===== config.mk =====
export PLATFORM = sky130hd
export DESIGN_NAME = cla_slice_sequencer
export DESIGN_NICKNAME = d
export VERILOG_FILES = /design/src/rtl/cla_seq_pkg.sv /design/src/rtl/cla4_slice.sv /design/src/rtl/cla_slice_sequencer.sv
export SDC_FILE = /design/constraint.sdc
export NUM_CORES = 1
export LEC_CHECK = 0
export ABC_AREA = 1
export BUFFER_PORTS_ARGS = -buffer_cell sky130_fd_sc_hd__buf_2
export CAP_MARGIN = 20
export CORE_MARGIN = 3
export CORE_UTILIZATION = 60
export CTS_CLUSTER_SIZE = 8
export DETAILED_ROUTE_END_ITERATION = 7
export GPL_ROUTABILITY_DRIVEN = 1
export PLACE_DENSITY = 0.83
export SYNTH_ARGS = -nofsm -noshare
export SYNTH_HDL_FRONTEND = slang
export SYNTH_HIERARCHICAL = 1
export SYNTH_SLANG_ARGS = --single-unit

===== constraint.sdc =====
create_clock -name clk -period 3 [get_ports clk]
set_input_delay 0.45 -clock clk [delete_from_list [all_inputs] [get_ports clk]]
set_output_delay 0.45 -clock clk [all_outputs]
set_load 0.05 [all_outputs]

===== src/rtl/cla_seq_pkg.sv =====
// Shared types and constants for the nibble-serial carry-lookahead adder sequencer.
// Optional overflow output is enabled by defining CLA_SEQ_OVERFLOW_EN.
package cla_seq_pkg;

   localparam int SLICE_W = 4;

   typedef enum logic [1:0] {
      IDLE = 2'd0,
      RUN  = 2'd1,
      DONE = 2'd2
   } state_t;

   function automatic int calc_nslice(input int width);
      return width / SLICE_W;
   endfunction

endpackage


===== src/rtl/cla4_slice.sv =====
// Combinational 4-bit generate/propagate carry-lookahead adder slice.
// c3 is the carry into bit 3, exposed so the caller can derive signed overflow.
module cla4_slice
   import cla_seq_pkg::*;
(
   input  logic [SLICE_W-1:0] a,
   input  logic [SLICE_W-1:0] b,
   input  logic               ci,
   output logic [SLICE_W-1:0] s,
   output logic               co,
   output logic               c3
);

   logic [SLICE_W-1:0] g;
   logic [SLICE_W-1:0] p;
   logic [SLICE_W:0]   c;

   assign g = a & b;
   assign p = a ^ b;

   // Every carry is a flat sum of products of g/p and ci, no ripple chain.
   assign c[0] = ci;
   assign c[1] = g[0] | (p[0] & ci);
   assign c[2] = g[1] | (p[1] & g[0]) | (p[1] & p[0] & ci);
   assign c[3] = g[2] | (p[2] & g[1]) | (p[2] & p[1] & g[0])
               | (p[2] & p[1] & p[0] & ci);
   assign c[4] = g[3] | (p[3] & g[2]) | (p[3] & p[2] & g[1])
               | (p[3] & p[2] & p[1] & g[0]) | (p[3] & p[2] & p[1] & p[0] & ci);

   genvar gi;
   generate
      for (gi = 0; gi < SLICE_W; gi++) begin : g_sum
         assign s[gi] = p[gi] ^ c[gi];
      end
   endgenerate

   assign co = c[SLICE_W];
   assign c3 = c[SLICE_W-1];

endmodule


===== src/rtl/cla_slice_sequencer.sv =====
// WIDTH-bit A+B+Cin computed one nibble per cycle, LSB first, on a single shared CLA slice.
// Define CLA_SEQ_OVERFLOW_EN to add the ovf (signed overflow) output.
module cla_slice_sequencer
   import cla_seq_pkg::*;
#(
   parameter int WIDTH = 16
) (
   input  logic             clk,
   input  logic             rst,
   input  logic             in_valid,
   output logic             in_ready,
   input  logic [WIDTH-1:0] a,
   input  logic [WIDTH-1:0] b,
   input  logic             cin,
   output logic             out_valid,
   input  logic             out_ready,
   output logic [WIDTH-1:0] sum,
   output logic             cout,
   output logic             busy
`ifdef CLA_SEQ_OVERFLOW_EN
   ,
   output logic             ovf
`endif
);

   localparam int NSLICE = calc_nslice(WIDTH);
   localparam int CNT_W  = (NSLICE > 1) ? $clog2(NSLICE) : 1;
   localparam logic [CNT_W-1:0] LAST_STEP = CNT_W'(NSLICE - 1);

   generate
      if (WIDTH < SLICE_W || (WIDTH % SLICE_W) != 0) begin : g_bad_width
         $error("cla_slice_sequencer: WIDTH must be a multiple of 4 and >= 4");
      end
   endgenerate

   state_t             state_reg, state_next;
   logic [WIDTH-1:0]   a_reg, a_next;
   logic [WIDTH-1:0]   b_reg, b_next;
   logic [WIDTH-1:0]   acc_reg, acc_next;
   logic [WIDTH-1:0]   sum_reg, sum_next;
   logic [CNT_W-1:0]   cnt_reg, cnt_next;
   logic               carry_reg, carry_next;
   logic               cout_reg, cout_next;
   logic [SLICE_W-1:0] slice_s;
   logic               slice_co;
   logic               slice_c3;
   logic [WIDTH-1:0]   acc_shift;

   cla4_slice u_slice (
      .a  (a_reg[SLICE_W-1:0]),
      .b  (b_reg[SLICE_W-1:0]),
      .ci (carry_reg),
      .s  (slice_s),
      .co (slice_co),
      .c3 (slice_c3)
   );

   // New nibble enters at the top; after NSLICE steps the first nibble sits at bit 0.
   assign acc_shift = (WIDTH'(slice_s) << (WIDTH - SLICE_W)) | (acc_reg >> SLICE_W);

`ifdef CLA_SEQ_OVERFLOW_EN
   logic ovf_reg, ovf_next;
   assign ovf = ovf_reg;
`else
   logic unused_slice_c3;
   assign unused_slice_c3 = slice_c3;
`endif

   always_comb begin
      state_next = state_reg;
      a_next     = a_reg;
      b_next     = b_reg;
      acc_next   = acc_reg;
      sum_next   = sum_reg;
      cnt_next   = cnt_reg;
      carry_next = carry_reg;
      cout_next  = cout_reg;
`ifdef CLA_SEQ_OVERFLOW_EN
      ovf_next   = ovf_reg;
`endif
      in_ready   = 1'b0;
      out_valid  = 1'b0;
      busy       = 1'b0;

      case (state_reg)
         IDLE: begin
            in_ready = 1'b1;
            if (in_valid) begin
               state_next = RUN;
               a_next     = a;
               b_next     = b;
               carry_next = cin;
               cnt_next   = '0;
               acc_next   = '0;
            end
         end
         RUN: begin
            busy       = 1'b1;
            acc_next   = acc_shift;
            a_next     = a_reg >> SLICE_W;
            b_next     = b_reg >> SLICE_W;
            carry_next = slice_co;
            cnt_next   = cnt_reg + 1'b1;
            if (cnt_reg == LAST_STEP) begin
               state_next = DONE;
               cnt_next   = '0;
               sum_next   = acc_shift;
               cout_next  = slice_co;
`ifdef CLA_SEQ_OVERFLOW_EN
               ovf_next   = slice_co ^ slice_c3;
`endif
            end
         end
         DONE: begin
            busy      = 1'b1;
            out_valid = 1'b1;
            if (out_ready) begin
               state_next = IDLE;
            end
         end
         default: begin
            state_next = IDLE;
         end
      endcase
   end

   always_ff @(posedge clk or posedge rst) begin
      if (rst) begin
         state_reg <= IDLE;
         a_reg     <= '0;
         b_reg     <= '0;
         acc_reg   <= '0;
         sum_reg   <= '0;
         cnt_reg   <= '0;
         carry_reg <= 1'b0;
         cout_reg  <= 1'b0;
`ifdef CLA_SEQ_OVERFLOW_EN
         ovf_reg   <= 1'b0;
`endif
      end else begin
         state_reg <= state_next;
         a_reg     <= a_next;
         b_reg     <= b_next;
         acc_reg   <= acc_next;
         sum_reg   <= sum_next;
         cnt_reg   <= cnt_next;
         carry_reg <= carry_next;
         cout_reg  <= cout_next;
`ifdef CLA_SEQ_OVERFLOW_EN
         ovf_reg   <= ovf_next;
`endif
      end
   end

   assign sum  = sum_reg;
   assign cout = cout_reg;

endmodule


# [Word-level counts from Yosys, hierarchy flattened]
# Index checks and enable logic that the tools add are counted.
[classes] n_eq_ne=6 n_bitwise=33 n_reduce_logical=6 n_addsub=1 n_mux=18
[op_table] op="$pmux W16 S2" count=3
[op_table] op="$mux W16" count=3
[op_table] op="$and A1 B1 Y1" count=16
[op_table] op="$or A16 B12 Y16" count=1
[op_table] op="$mux W2" count=5
[op_table] op="$or A1 B1 Y1" count=10
[op_table] op="$ne A2 B2 Y1 const B" count=3
[op_table] op="$pmux W2 S3" count=1
[op_table] op="$and A4 B4 Y4" count=1
[op_table] op="$eq A2 B2 Y1 const B" count=2
[op_table] op="$mux W1" count=4
[op_table] op="$pmux W2 S2" count=1
[op_table] op="$reduce_and A2 Y1" count=2
[op_table] op="$xor A1 B1 Y1" count=4
[op_table] op="$xor A4 B4 Y4" count=1
[op_table] op="$reduce_and A3 Y1" count=1
[op_table] op="$add A2 B1 Y2 const B" count=1
[op_table] op="$eq A2 B1 Y1 const B" count=1
[op_table] op="$logic_not A2 Y1" count=1
[op_table] op="$pmux W1 S2" count=1
[op_table] op="$reduce_bool A2 Y1" count=1
[op_table] op="$reduce_or A2 Y1" count=1
[totals] output_inout_bits=20 input_bits=37 register_bits=70 word_cells=72

# [Logic depth before layout (Yosys ltp)]
# Gate-level depths: netlist of the first run.
[depth] ltp_word=8 depth_mapped=9 ltp_nobuf=9

# [Hierarchy]
# Netlist of the first run, hierarchy kept.
[by_module_without_submodules] module="cla_slice_sequencer" seq_area_each_um2=1651.6 area_each_um2=3179.3 cells_per_inst=373 instances=1
[by_module_without_submodules] module="cla4_slice" seq_area_each_um2=0.0 area_each_um2=193.9 cells_per_inst=31 instances=1

# [Worst setup path before layout of the first run]
# Ideal clock, no wire load.
[synth_path] kind="flip-flop to flip-flop" from="register state_reg[0]" to="register a_reg[10]" setup_time_ns=0.117 path_buffers=2 setup_slack_ns=1.242 path_stages_with_launch=8 required_time_ns=2.883 period_less_slack_ns=1.758 arrival_ns=1.641 path_cell_list="dfrtp_1 -> inv_1 -> ha_1 -> nand2_2 -> buf_6 -> buf_6 -> nand3_2 -> nand2_1"
[synth_between] elab_chain_cells=3 word_cells_on_any_way=6 classes_between="eq/ne (2); mux (1); reduce/logical (3)"
[synth_lines] item="start: declaration" line_no="cla_slice_sequencer.sv:36" text="state_t state_reg, state_next;"
[synth_lines] item="start signal: assignment" line_no="cla_slice_sequencer.sv:141" text="state_reg <= state_next;"
[synth_lines] item="$eq A2 B1 Y1 or $logic_not A2 Y1 (tied branches)" line_no="cla_slice_sequencer.sv:85" text="case (state_reg)"
[synth_lines] item="$reduce_bool A2 Y1 (no line) or $ne A2 B2 Y1 (tied branches)"
[synth_lines] item="$reduce_and A2 Y1 (no line)"
[synth_lines] item="end signal: assignment" line_no="cla_slice_sequencer.sv:142" text="a_reg <= a_next;"
[synth_lines] item="end: declaration" line_no="cla_slice_sequencer.sv:37" text="logic [WIDTH-1:0] a_reg, a_next;"
# Several ways; a longest one is shown, not always the timed one.
# A chain may end at the register's enable or synchronous reset.

# [Final worst setup path of the first run]
[layout_path] from="register state_reg[1]" to="register a_reg[3]"
# The elaborated chain is that of the path after synthesis.

==> results of run 1 <==
[routing by layer]
layer	global-route usage	up-vias	share of wire
met5	0	-	0
met4	0.09966	0	0.0090
met3	0.05432	4	0.054
met2	0.3539	73	0.50
met1	0.2715	1204	0.43
li1	-	1368	-
[layout make-up]
type                       count  area (sq um)
multi-input combinational    264          1333
timing repair buffer          61         317.8
clock inverter                 2         37.54
clock buffer                  13         148.9
inverter                      51         191.4
tap                           70         87.58
fill                         466          1503
sequential                    66          1652
[power groups by stage]
| stage | Clock [mW] | Combinational [mW] | Sequential (mW) |
|---|---|---|---|
| after detailed placement | 0 | 1.85 | 1.48 |
| after floorplan | 0 | 1.40 | 1.66 |
| after global placement | 0 | 1.79 | 1.46 |
| final | 0.713 | 1.84 | 1.47 |
| after global routing | 0.767 | 2.09 | 1.52 |
| after CTS | 0.728 | 1.86 | 1.47 |
[cell families after synthesis]
family	after synthesis	synth area share
buf+inv	74	0.1161
simple gates	203	0.2726
fa+ha+maj	10	0.03932
xor+xnor	1	0.002597
compound gates	50	0.07975
flops	66	0.4896
[critical path, stage by stage, from the launching register on]
cell	delay (ps)
dfrtp_1	390
inv_1	100
ha_1	260
nand2_2	610
nand2_4	310
nand2_1	160
nand2_1	60
[cell usage in the layout (no fill, tap or decap)]
cell type | Yosys | layout
buf_4 | 1 | 5
nand4_1 | 4 | 4
nand2_4 | 1 | 1
ha_2 | 0 | 1
nor2_2 | 1 | 1
nand2_2 | 5 | 5
a21oi_1 | 1 | 1
clkbuf_1 | 2 | 3
fa_1 | 1 | 1
inv_2 | 1 | 2
nor2_1 | 2 | 2
o21ai_2 | 5 | 5
xnor2_1 | 1 | 1
o21ai_1 | 11 | 11
buf_2 | 6 | 56
inv_1 | 50 | 49
nand3_1 | 48 | 48
clkbuf_8 | 0 | 10
nand2_1 | 131 | 131
bufinv_16 | 0 | 1
dfrtp_1 | 66 | 66
or2_1 | 1 | 1
nand3_2 | 10 | 10
ha_1 | 9 | 8
clkinvlp_4 | 0 | 1
o21ai_0 | 33 | 33
[final timing paths]
kind / cells past startpoint / endpoint
setup / recovery: 6 / a_reg[3]
hold / removal: 3 / b_reg[14]
hold reg to reg: 2 / sum[2]
min in group asynchronous: 3 / a_reg[14]
setup reg to reg: 6 / a_reg[3]
max in group asynchronous: 3 / acc_reg[15]
==> impl_metrics.py, run 1 <==
metrics = {
    "timing": {
        "hold_slack_ps": 309.7,
        "finalClockSkew_ps": 11.42,
        "grt_setup_unrepaired": "false",
        "setup_slack_ps": 983.6,
        "hold_viol": 0,
        "slew_headroom": 0.4628,
        "maxSlewViolCount": 0,
        "finalCritPeriodShare": 0.6721,
        "post-route-min-period_ps": 2016,
        "fin_setup_tns_ps": 0,
        "setup_viol": 0,
        "worst_slew_pin_slew_ps": 805.8,
        "fmax_mhz": 495.9,
    },
    "routing": {
        "drt_iter0_drc": 162,
        "drc": 0,
        "routed_wl_mm": 6.434,
        "num_vias": 2649,
        "wl_per_cell_um": 12.21,
        "firstDrtPassIters": 4,
        "ant_nets": 0,
        "post_drt_via_cell_ratio": 5.027,
    },
    "placed_design": {
        "place.gp.congestion": 0.8398,
        "dp_slack_ps": 1011,
        "hpwlAfterDp_mm": 4.303,
        "dp.cells": 512,
        "port_buffers": 56,
        "placed_area_sq_mm": 0.003581,
    },
    "run": {
        "maxCapViolCount": 0,
    },
    "synth": {
        "synth_ff_type": "dfrtp_1",
        "synth-async-reset-ratio": 1.000,
        "yosys-top-cells-area": "dfrtp_1, nand2_1, nand3_1",
        "syn_area_sq_mm": 0.003373,
        "yosysMostFrequentCell": "nand2_1",
        "ys_seq_elements": 66,
        "syn_avg_cell_area_sq_um": 8.350,
        "synthDistinctLibCells": 25,
        "synth_cells": 404,
        "ys_seq_area_frac": 0.4896,
        "yosys.area.top_type_share": 0.4896,
        "synth_edf_count": 0,
        "yosys_warnings": 6,
        "yosysTopAreaCell": "dfrtp_1",
        "netlist_top_cells_count": "nand2_1, dfrtp_1, inv_1",
        "synthesis.nets": 451,
    },
    "finish": {
        "layout-drive-gt1-share": 0.2144,
        "diodes": 0,
        "final_core_util": 0.7149,
        "syn2layout_area_growth_pct": 11.68,
        "nNetsFinal": 500,
        "fin_cells": 527,
        "stdcell_area_sq_mm": 0.003767,
    },
    "run_status": {
        "status": "finished clean",
    },
    "clock_network": {
        "cts_resized": 0,
        "cts_max_level": 3,
        "cts.clk_slew.worst_paths_ps": 70,
        "cts_num_sinks": 66,
        "hold_buffers": 0,
        "post_cts_buffers": 0,
        "clock_latency_ps": 330,
        "clockBufferDepth": 2,
        "numCtsBuffers": 9,
        "cts-root-buf": "clkbuf_8",
        "cts_tree": "built",
    },
    "power_and_ir_drop": {
        "switching_share": 0.4463,
        "power.switching_mw": 1.797,
        "p_per_area_mw_per_mm2": 1069,
        "power.clock.fraction": 0.177,
        "power_leakage_nw": 2.089,
        "p_seq_frac": 0.365,
        "power.total_mw": 4.026,
        "p_int_mw": 2.229,
        "pwr-share-comb": 0.458,
        "peakVddDrop_v": 0.0005909,
    },
    "worst_setup_path": {
        "crit_path_start_kind": "flop",
        "required_ps": 3220,
        "regToRegSetupSlack_ps": 980,
        "crit_path_start": "state_reg[1]",
        "critPathMaxFanout": 34,
        "timing.rr.start": "state_reg[1]",
        "cp.arrival_ps": 2230,
        "critPathKind": "flop to flop",
        "setup.worst_path.end_class": "flop",
    },
    "die": {
        "die_y_um": 80.98,
        "die_w_um": 80.98,
        "coreArea_sq_mm": 0.005270,
        "std_cell_rows": 26,
        "start_util": 0.6401,
        "ioPinCount": 57,
        "dieArea_sq_mm": 0.006558,
    },
    "global_route": {
        "grt_pass1_vias": 2473,
        "grt_pass1_wl_mm": 10.92,
        "grt_max_degree": 67,
        "gr-usage-all-layers": 0.2168,
        "grt_remaining_overflow": 0,
        "antenna_found_initial": 0,
    },
    "worst_hold_path": {
        "hold_start": "b[14]",
        "hold_class": "input pin to flop",
    },
}
Power figures use the tool's default switching activity.
==> run 2, diff against run 1 <==
--- a/config.mk
+++ b/config.mk
@@ -5,15 +5,15 @@
 export SDC_FILE = /design/constraint.sdc
 export NUM_CORES = 1
 export LEC_CHECK = 0
-export ABC_AREA = 1
+export ABC_AREA = 0
 export BUFFER_PORTS_ARGS = -buffer_cell sky130_fd_sc_hd__buf_2
 export CAP_MARGIN = 20
 export CORE_MARGIN = 3
-export CORE_UTILIZATION = 60
+export CORE_UTILIZATION = 55
 export CTS_CLUSTER_SIZE = 8
 export DETAILED_ROUTE_END_ITERATION = 7
 export GPL_ROUTABILITY_DRIVEN = 1
-export PLACE_DENSITY = 0.83
+export PLACE_DENSITY = 0.78
 export SYNTH_ARGS = -nofsm -noshare
 export SYNTH_HDL_FRONTEND = slang
 export SYNTH_HIERARCHICAL = 1
==> constraint.sdc (replaced) <==
create_clock -name clk -period 2 [get_ports clk]
set_input_delay 0.3 -clock clk [delete_from_list [all_inputs] [get_ports clk]]
set_output_delay 0.3 -clock clk [all_outputs]
set_load 0.05 [all_outputs]
==> run 2 against run 1 <==
Against the previous run:
- area after synthesis down 13%
- core utilization shrank 0.30 points
- setup slack got worse by 750 ps
- total power is 50% higher
- largest cell class unchanged
==> impl_metrics.py, run 2 <==
metrics = {
    "global_route": {
        "grt_pass1_vias": 2008,
        "grt_max_degree": 67,
        "gr-usage-all-layers": 0.1857,
        "grt_pass1_wl_mm": 9.142,
        "grt_remaining_overflow": 0,
        "antenna_found_initial": 0,
    },
    "routing": {
        "drt_iter0_drc": 71,
        "routed_wl_mm": 5.303,
        "drc": 0,
        "post_drt_via_cell_ratio": 5.426,
        "ant_nets": 0,
        "firstDrtPassIters": 4,
        "wl_per_cell_um": 14.29,
        "num_vias": 2013,
    },
    "synth": {
        "syn_area_sq_mm": 0.002935,
        "synthesis.nets": 284,
        "netlist_top_cells_count": "dfrtp_1, mux2i_1, nand2_1",
        "synth_cells": 237,
        "yosys_warnings": 6,
        "yosys-top-cells-area": "dfrtp_1, mux2i_1, mux2_2",
        "ys_seq_elements": 66,
        "syn_avg_cell_area_sq_um": 12.39,
        "synth_edf_count": 0,
        "synth_ff_type": "dfrtp_1",
        "synth-async-reset-ratio": 1.000,
        "ys_seq_area_frac": 0.5627,
        "yosysMostFrequentCell": "dfrtp_1",
        "yosys.area.top_type_share": 0.5627,
        "yosysTopAreaCell": "dfrtp_1",
        "synthDistinctLibCells": 25,
    },
    "worst_setup_path": {
        "critPathKind": "flop to output pin",
        "crit_path_start_kind": "flop",
        "critPathMaxFanout": 5,
        "required_ps": 1700,
        "cp.arrival_ps": 1470,
        "setup.worst_path.end_class": "output pin",
    },
    "die": {
        "die_y_um": 79.06,
        "die_w_um": 79.06,
        "ioPinCount": 57,
        "std_cell_rows": 25,
        "dieArea_sq_mm": 0.006250,
        "coreArea_sq_mm": 0.004942,
        "start_util": 0.5939,
    },
    "clock_network": {
        "hold_buffers": 0,
        "cts-root-buf": "clkbuf_8",
        "cts_num_sinks": 66,
        "cts_tree": "built",
        "numCtsBuffers": 9,
        "post_cts_buffers": 0,
        "cts.clk_slew.worst_paths_ps": 70,
        "clock_latency_ps": 330,
        "cts_max_level": 3,
        "cts_resized": 0,
        "clockBufferDepth": 2,
    },
    "run": {
        "maxCapViolCount": 0,
    },
    "placed_design": {
        "port_buffers": 56,
        "hpwlAfterDp_mm": 3.886,
        "placed_area_sq_mm": 0.003336,
        "place.gp.congestion": 0.6873,
        "dp_slack_ps": 223.7,
    },
    "timing": {
        "maxSlewViolCount": 0,
        "finalCritPeriodShare": 0.8829,
        "fmax_mhz": 566.3,
        "slew_headroom": 0.6099,
        "setup_slack_ps": 234.2,
        "hold_viol": 0,
        "finalClockSkew_ps": 8.892,
        "grt_setup_unrepaired": "false",
        "fin_setup_tns_ps": 0,
        "post-route-min-period_ps": 1766,
        "worst_slew_pin_slew_ps": 583.9,
        "setup_viol": 0,
    },
    "power_and_ir_drop": {
        "pwr-share-comb": 0.467,
        "power.switching_mw": 2.476,
        "power_leakage_nw": 1.818,
        "power.total_mw": 6.051,
        "switching_share": 0.4093,
        "p_per_area_mw_per_mm2": 1720,
        "p_seq_frac": 0.365,
        "peakVddDrop_v": 0.0008249,
        "power.clock.fraction": 0.168,
        "p_int_mw": 3.574,
    },
    "worst_hold_path": {
        "hold_class": "input pin to asynchronous set/reset pin",
    },
    "finish": {
        "final_common_cell": "dfrtp_1",
        "stdcell_area_sq_mm": 0.003518,
        "final_core_util": 0.7119,
        "diodes": 0,
        "fill_cells": 380,
        "final_cell_mix": "dfrtp_1, buf_2, nand2_1, mux2i_1, o21ai_0",
        "layout-drive-gt1-share": 0.3388,
        "nNetsFinal": 346,
        "syn2layout_area_growth_pct": 19.86,
    },
    "run_status": {
        "status": "finished clean",
    },
}
==> run 2: area by class of cell <==
type	instances	area, sq um	share of cell area
Multi-Input combinational cell	147	1190	0.3382
Tap cell	67	83.83	0.02383
Sequential cell	66	1652	0.4694
Clock inverter	2	10.01	0.002845
Clock buffer	14	172.7	0.04908
Timing Repair Buffer	65	372.9	0.1060
Inverter	10	37.54	0.01067
==> run 2: final timing paths <==
path,start,end,slack [ps],cells after the start
max reg2reg,state_reg[1],a_reg[4],240,5
min reg2reg,b_reg[10],b_reg[10],480,2
min,rst,sum[4],30,3
max,state_reg[1],in_ready,230,3
max in group asynchronous,rst,a_reg[10],1700,3
min in group clk,a[13],a_reg[13],220,2
==> run 2: kinds of logic (layout without fill, tap and decap cells) <==
kind of cell,count (synthesis),count (layout),synth area share
mux,45,45,0.1616
xor+xnor,3,3,0.008953
flops,66,66,0.5627
compound gates,58,58,0.1424
fa+ha+maj,10,10,0.04518
buf+inv,24,91,0.03709
simple gates,31,31,0.04220
==> run 2: per-layer routing <==
layer | routed length [um] | global-route usage | part of all wire
met4 | 72 | 0.06701 | 0.014
met5 | 0 | 0 | 0
met3 | 298 | 0.04422 | 0.056
met2 | 2570 | 0.2963 | 0.48
met1 | 2362 | 0.2485 | 0.45
==> run 2: metrics by stage <==
stage	instances	hold slack [ps]
detailed placement	355	395.2
global placement	355	395.8
CTS	371	39.90
finish	371	34.37
floorplan	237	449.5
global route	371	59.89
==> run 2: power groups by stage <==
stage / clock network [mW] / logic, mW / registers (mW)
4_1_cts: 1.04 / 2.86 / 2.22
2_1_floorplan: 0 / 1.87 / 2.53
3_5_place_dp: 0 / 2.86 / 2.24
6_report: 1.02 / 2.82 / 2.21
5_1_grt: 1.09 / 3.12 / 2.28
3_3_place_gp: 0 / 2.76 / 2.22
==> run 2: worst max-delay path, cell delays in order (launching register included) <==
cell and delay (ps):
dfrtp_1 400, inv_1 120, ha_1 300, buf_2 310
